===== src/rtl/pipeline_pkg.sv =====
// Shared decode definitions for the pipeline: opcodes, ALU operation classes,
// the control bundle and the opcode-to-control decode helpers.
package pipeline_pkg;

    localparam logic [6:0] OP_R      = 7'b0110011;
    localparam logic [6:0] OP_I      = 7'b0010011;
    localparam logic [6:0] OP_LOAD   = 7'b0000011;
    localparam logic [6:0] OP_STORE  = 7'b0100011;
    localparam logic [6:0] OP_BRANCH = 7'b1100011;

    typedef enum logic [1:0] {
        ALU_ADD    = 2'b00,
        ALU_BRANCH = 2'b01,
        ALU_RFUNCT = 2'b10,
        ALU_IFUNCT = 2'b11
    } aluop_e;

    typedef struct packed {
        logic   alu_src;
        logic   mem_to_reg;
        logic   reg_write;
        logic   mem_read;
        logic   mem_write;
        aluop_e aluop;
    } ctrl_t;

    function automatic ctrl_t decode_ctrl(input logic [6:0] op);
        ctrl_t c;
        c = '0;
        case (op)
            OP_R:      c = '{1'b0, 1'b0, 1'b1, 1'b0, 1'b0, ALU_RFUNCT};
            OP_I:      c = '{1'b1, 1'b0, 1'b1, 1'b0, 1'b0, ALU_IFUNCT};
            OP_LOAD:   c = '{1'b1, 1'b1, 1'b1, 1'b1, 1'b0, ALU_ADD};
            OP_STORE:  c = '{1'b1, 1'b0, 1'b0, 1'b0, 1'b1, ALU_ADD};
            OP_BRANCH: c = '{1'b0, 1'b0, 1'b0, 1'b0, 1'b0, ALU_BRANCH};
            default:   c = '0;
        endcase
        return c;
    endfunction

    function automatic logic is_legal(input logic [6:0] op);
        return (op == OP_R) || (op == OP_I) || (op == OP_LOAD) ||
               (op == OP_STORE) || (op == OP_BRANCH);
    endfunction

    // Only these formats actually read rs2, so only they can hazard on rt
    function automatic logic uses_rt(input logic [6:0] op);
        return (op == OP_R) || (op == OP_STORE) || (op == OP_BRANCH);
    endfunction

endpackage


===== src/rtl/regfile.sv =====
// 32x32 register file, two combinational read ports, one write port, x0 fixed at 0.
// Define ID_WB_BYPASS_EN to forward same-cycle writeback data onto the read ports.
module regfile
    import pipeline_pkg::*;
(
    input  logic        clk,
    input  logic        rst,
    input  logic [4:0]  ra1_i,
    input  logic [4:0]  ra2_i,
    output logic [31:0] rd1_o,
    output logic [31:0] rd2_o,
    input  logic        we_i,
    input  logic [4:0]  wa_i,
    input  logic [31:0] wd_i
);

    logic [31:0] regs_q [32];

    always_ff @(posedge clk or negedge rst) begin
        if (!rst) begin
            for (int unsigned i = 0; i < 32; i++) begin
                regs_q[i] <= '0;
            end
        end else if (we_i && (wa_i != 5'd0)) begin
            regs_q[wa_i] <= wd_i;
        end
    end

    always_comb begin
        rd1_o = (ra1_i == 5'd0) ? '0 : regs_q[ra1_i];
        rd2_o = (ra2_i == 5'd0) ? '0 : regs_q[ra2_i];
`ifdef ID_WB_BYPASS_EN
        if (rst && we_i && (wa_i != 5'd0) && (wa_i == ra1_i)) rd1_o = wd_i;
        if (rst && we_i && (wa_i != 5'd0) && (wa_i == ra2_i)) rd2_o = wd_i;
`endif
    end

endmodule


===== src/rtl/id_stage.sv =====
// Instruction decode stage: field/control/immediate decode, load-use stall,
// sticky illegal flag and saturating stall counter. ID_WB_BYPASS_EN selects regfile write-through.
module id_stage
    import pipeline_pkg::*;
(
    input  logic        clk,
    input  logic        rst,
    input  logic [31:0] instr_in,
    input  logic [31:0] pc_in,
    input  logic        valid_in,
    input  logic        wb_we,
    input  logic [4:0]  wb_rd,
    input  logic [31:0] wb_data,
    input  logic        ex_memread,
    input  logic [4:0]  ex_rd,
    output logic        AluSrc,
    output logic        MemtoReg,
    output logic        RegWrite,
    output logic        MemRead,
    output logic        MemWrite,
    output logic [1:0]  Aluop,
    output logic [31:0] rs1Data,
    output logic [31:0] rs2Data,
    output logic [31:0] immediate,
    output logic [31:0] pc_out,
    output logic [4:0]  rs,
    output logic [4:0]  rt,
    output logic [4:0]  rd,
    output logic        stall,
    output logic        illegal,
    output logic [15:0] stall_cnt
);

    logic [6:0]  opcode;
    ctrl_t       ctrl_dec;
    ctrl_t       ctrl_out;
    logic        illegal_q, illegal_d;
    logic [15:0] stall_cnt_q, stall_cnt_d;
    logic        unused_funct3;

    assign opcode        = instr_in[6:0];
    assign rs            = instr_in[19:15];
    assign rt            = instr_in[24:20];
    assign rd            = instr_in[11:7];
    assign pc_out        = pc_in;
    assign unused_funct3 = ^instr_in[14:12];

    assign stall = valid_in && ex_memread && (ex_rd != 5'd0) &&
                   ((ex_rd == rs) || ((ex_rd == rt) && uses_rt(opcode)));

    assign ctrl_dec = decode_ctrl(opcode);
    assign ctrl_out = (stall || !valid_in) ? ctrl_t'('0) : ctrl_dec;

    assign AluSrc   = ctrl_out.alu_src;
    assign MemtoReg = ctrl_out.mem_to_reg;
    assign RegWrite = ctrl_out.reg_write;
    assign MemRead  = ctrl_out.mem_read;
    assign MemWrite = ctrl_out.mem_write;
    assign Aluop    = ctrl_out.aluop;

    always_comb begin
        immediate = '0;
        case (opcode)
            OP_I, OP_LOAD: immediate = {{20{instr_in[31]}}, instr_in[31:20]};
            OP_STORE:      immediate = {{20{instr_in[31]}}, instr_in[31:25], instr_in[11:7]};
            OP_BRANCH:     immediate = {{19{instr_in[31]}}, instr_in[31], instr_in[7],
                                        instr_in[30:25], instr_in[11:8], 1'b0};
            default:       immediate = '0;
        endcase
    end

    regfile u_regfile (
        .clk   (clk),
        .rst   (rst),
        .ra1_i (rs),
        .ra2_i (rt),
        .rd1_o (rs1Data),
        .rd2_o (rs2Data),
        .we_i  (wb_we),
        .wa_i  (wb_rd),
        .wd_i  (wb_data)
    );

    always_comb begin
        illegal_d   = illegal_q | (valid_in & ~stall & ~is_legal(opcode));
        stall_cnt_d = stall_cnt_q;
        if (stall && (stall_cnt_q != '1)) begin
            stall_cnt_d = stall_cnt_q + 16'd1;
        end
    end

    always_ff @(posedge clk or negedge rst) begin
        if (!rst) begin
            illegal_q   <= 1'b0;
            stall_cnt_q <= '0;
        end else begin
            illegal_q   <= illegal_d;
            stall_cnt_q <= stall_cnt_d;
        end
    end

    assign illegal   = illegal_q;
    assign stall_cnt = stall_cnt_q;

endmodule


===== config.mk =====
export PLATFORM = sky130hd
export DESIGN_NAME = id_stage
export DESIGN_NICKNAME = d
export VERILOG_FILES = /design/src/rtl/pipeline_pkg.sv /design/src/rtl/regfile.sv /design/src/rtl/id_stage.sv
export SDC_FILE = /design/constraint.sdc
export NUM_CORES = 2
export LEC_CHECK = 0
export CORE_UTILIZATION = 50
export DETAILED_ROUTE_END_ITERATION = 8
export PLACE_DENSITY_LB_ADDON = 0.3
export SLEW_MARGIN = 15
export SYNTH_ARGS = -nofsm -noshare
export SYNTH_HDL_FRONTEND = slang
export SYNTH_SLANG_ARGS = --single-unit

===== constraint.sdc =====
create_clock -name clk -period 11.03 [get_ports clk]
set_input_delay 3.309 -clock clk [delete_from_list [all_inputs] [get_ports clk]]
set_output_delay 3.309 -clock clk [all_outputs]
set_load 0.02 [all_outputs]

==> impl_metrics.yaml <==
clock_network:
  hold_buffers: 0
  htreeDepth: 3
  cts_tree: "done"
  ctsRootBufferMaster: "clkbuf_16"
  clock_latency_ns: 0.70
  cts_resized: 0
  cts_sinks: 1041
  clk_pin_slew_ns: 0.05
  post-cts-setup-buffers: 0
  clock_path_buffers: 3
  cts-buffers-inserted: 113
critical_path:
  crit_type: "in -> out"
  arrival_ns: 6.69
  worstPathRequired_ns: 7.72
  cp-end-kind: "output pin"
  cp-start-kind: "input pin"
  slowest_stage: "clkdlybuf4s50_1"
  crit_chain: "clkbuf_8 > nor2b_4 > buf_4 > a221oi_1 > a221oi_1 > clkdlybuf4s50_1"
  cp_max_fo: 53
  cp_common_cell: "a221oi_1"
  cpPeakStageDelay_ns: 0.76
  ff2ff_path_depth: 5
global_route:
  first_global_vias: 35740
  grt_max_degree: 190
  grt_pass1_wl_um: 238200
  grt-ovfl-total: 0
  grtUsageTotal_pct: 28.58
  antenna_found_initial: 8
logic_synthesis:
  synth_compound_area_share_pct: 3.026
  synth_nets: 3787
  synthCells: 3675
  synth-edff-count: 0
  syn_area_um2: 56080
  synth_xor_xnor_area_share_pct: 0.3905
  seq_area_frac_synth_pct: 46.45
  yosys.area_share.simple_pct: 1.792
  synthArstFlopShare_pct: 100.0
  synth_cell_types: 50
  synth_fa_ha_area_share_pct: 0.02231
  synth_flop_cell: "dfrtp_1"
  yosys_warnings: 0
  synth.avg_cell_area_um2: 15.26
  yosys-mux-area-fraction_pct: 43.98
  synth_top_family_by_area: "multiplexers"
  ys_ff_latch: 1041
sta:
  setup_viol: 0
  hold_violations: 0
  fin_tns_setup_ns: 0
  post-route-min-period_ns: 9.994
  fmax_mhz: 100.1
  finalClockSkew_ns: 0.02186
  rsz0062_at_grt: "no"
  slew_viol_final: 0
  worstMarginPinSlew_ns: 1.157
  fin_crit_sh_pct: 90.61
  max_slew_margin_pct: 22.65
routing:
  vias: 34420
  first_iter_violations: 3032
  routedWlPerCell_um: 30.64
  drt_first_pass_iters: 5
  finalWirelength_um: 159200
  vias_per_cell: 6.625
  drcViolationCount: 0
  postRouteAntennaNets: 0
final_layout:
  nNetsFinal: 3734
  fill_cells: 8800
  seq_area_um2: 26050
  n_antenna_cell: 0
  fin_area_um2: 62630
  multi_input_area_um2: 27820
  area_growth_syn_to_layout_pct: 11.68
  drive_gt1_share_pct: 50.51
floorplanning:
  design.die.area_um2: 113500
  core_area_um2: 111000
  die_x_um: 336.9
  boundaryPins: 279
  row_count: 122
  die_h_um: 336.9
  start_util_pct: 50.53
place:
  dpl_cell_area_um2: 58910
  port_buffers: 211
  hpwl_um: 91540
  gp_congestion: 0.7869
hold_path:
  hold_path.class: "reg -> reg"
  hold_depth: 0
flow_run:
  drv_cap: 0
run_status:
  outcome: "finished, final reports clean"
pwr:
  ir_worst_vdd_mv: 0.1551
  powerDensity_nw_per_um2: 179.1
  p_leak_nw: 26.99
## cell type report
cell class                 count  share of cell area (%)
timing repair buffer         316                   5.039
clock inverter                37                  0.6673
tap                         1488                   2.973
sequential                  1041                   41.60
inverter                       2                 0.01199
clock buffer                 164                   5.290
multi-input combinational   2148                   44.42
## worst max-delay path, delay by kind of cell
| family | cells | cell delay (ns) |
|---|---|---|
| AOI/OAI and AO/OA | 2 | 0.87 |
| and+or+nand+nor | 1 | 0.74 |
| buffers and inverters | 3 | 1.64 |
## registers in the layout, summed over array words and instances, names as in the netlist
signal	flops
stall_cnt	16
illegal	1
u_regfile.regs_q	1024
## placed cells by master, fill, tap and decap left out, drive strengths merged, types with 2 or more instances in the layout
master and n:
dfrtp 1041, mux2 1014, mux4 512, clkdlybuf4s50 198, mux2i 171, clkbuf 166
buf 116, a221oi 107, nor2 94, a21oi 46, a21o 43, xor2 23
clkinv 23, o21ai 22, nand2 20, nor4 14, and2 11, nand3 9
nor3 8, bufinv 8, nor2b 7, nand4 5, a22oi 5, and3 4
and4 4, nand3b 4, nor3b 4, clkinvlp 4, inv 4, or2 3
xnor2 2, o211ai 2, or3 2
## synthesized netlist by cell type, types with 3 or more instances
library cell	count	area share [%]
a21o_1	43	0.58
a21oi_1	46	0.41
a221oi_1	107	1.7
a22oi_1	4	0.054
and2_1	11	0.12
and3_1	4	0.045
and4_1	4	0.062
buf_1	51	0.34
buf_2	106	0.95
buf_4	110	1.5
buf_6	8	0.16
clkbuf_1	209	1.4
dfrtp_1	1041	46
mux2_2	1013	20
mux2i_1	171	3.1
mux4_2	512	21
nand2_1	20	0.13
nand3_1	9	0.080
nand3b_1	4	0.054
nand4_1	5	0.056
nor2_1	94	0.63
nor2b_1	7	0.078
nor3_1	8	0.071
nor3b_1	4	0.054
nor4_1	7	0.078
nor4_2	7	0.16
o21ai_0	20	0.18
or2_2	3	0.033
xor2_1	23	0.36
## worst paths after layout
path | start | endpoint | slack, ns
worst max-delay path | instr_in[22] | rs2Data[8] | 1.04
worst min-delay path | u_regfile.regs_q[995]$_DFFE_PN0P_ | u_regfile.regs_q[995]$_DFFE_PN0P_ | 0.39
worst max register to register | stall_cnt[0]$_DFFE_PN0P_ | stall_cnt[1]$_DFFE_PN0P_ | 8.91
worst min register to register | u_regfile.regs_q[995]$_DFFE_PN0P_ | u_regfile.regs_q[995]$_DFFE_PN0P_ | 0.39
max in group asynchronous | rst | u_regfile.regs_q[9]$_DFFE_PN0P_ | 6.24
min in group asynchronous | rst | u_regfile.regs_q[317]$_DFFE_PN0P_ | 2.64
## logic make-up (layout without fill, tap and decap cells)
logic type,Yosys count,after routing
buffers and inverters,486,519
multiplexers,1697,1697
XOR/XNOR,25,25
flip-flops,1041,1041
adder cells (fa/ha/maj),1,1
AND/OR/NAND/NOR,196,196
AO/OA/AOI/OAI,229,229
## where the power goes
part / switching [mW] / internal [mW]
registers: 0.504 / 4.54
clock network: 1.57 / 2.25
logic: 0.923 / 1.43
total: 3.00 / 8.22
## through the flow
stage	util (%)	hold WS, ns	power (mW)	std cells	worst slack [ns]
after CTS	56.44	0.3959	11.27	5196	1.224
after detailed placement	53.08	0.3833	7.442	4995	1.233
after global placement	53.08	0.3763	7.333	4995	1.196
after global routing	56.43	0.4074	11.70	5196	1.083
after floorplan	-	0.4413	6.744	3675	2.427
final	56.43	0.3940	11.22	5196	1.036
## routing by layer
metal  global-route usage [%]  wire length [um]
met3                    4.693              9864
met4                    10.26              5847
met2                    46.94             78190
met5                        0                52
met1                    38.52             65230
Power figures use the tool's default switching activity.
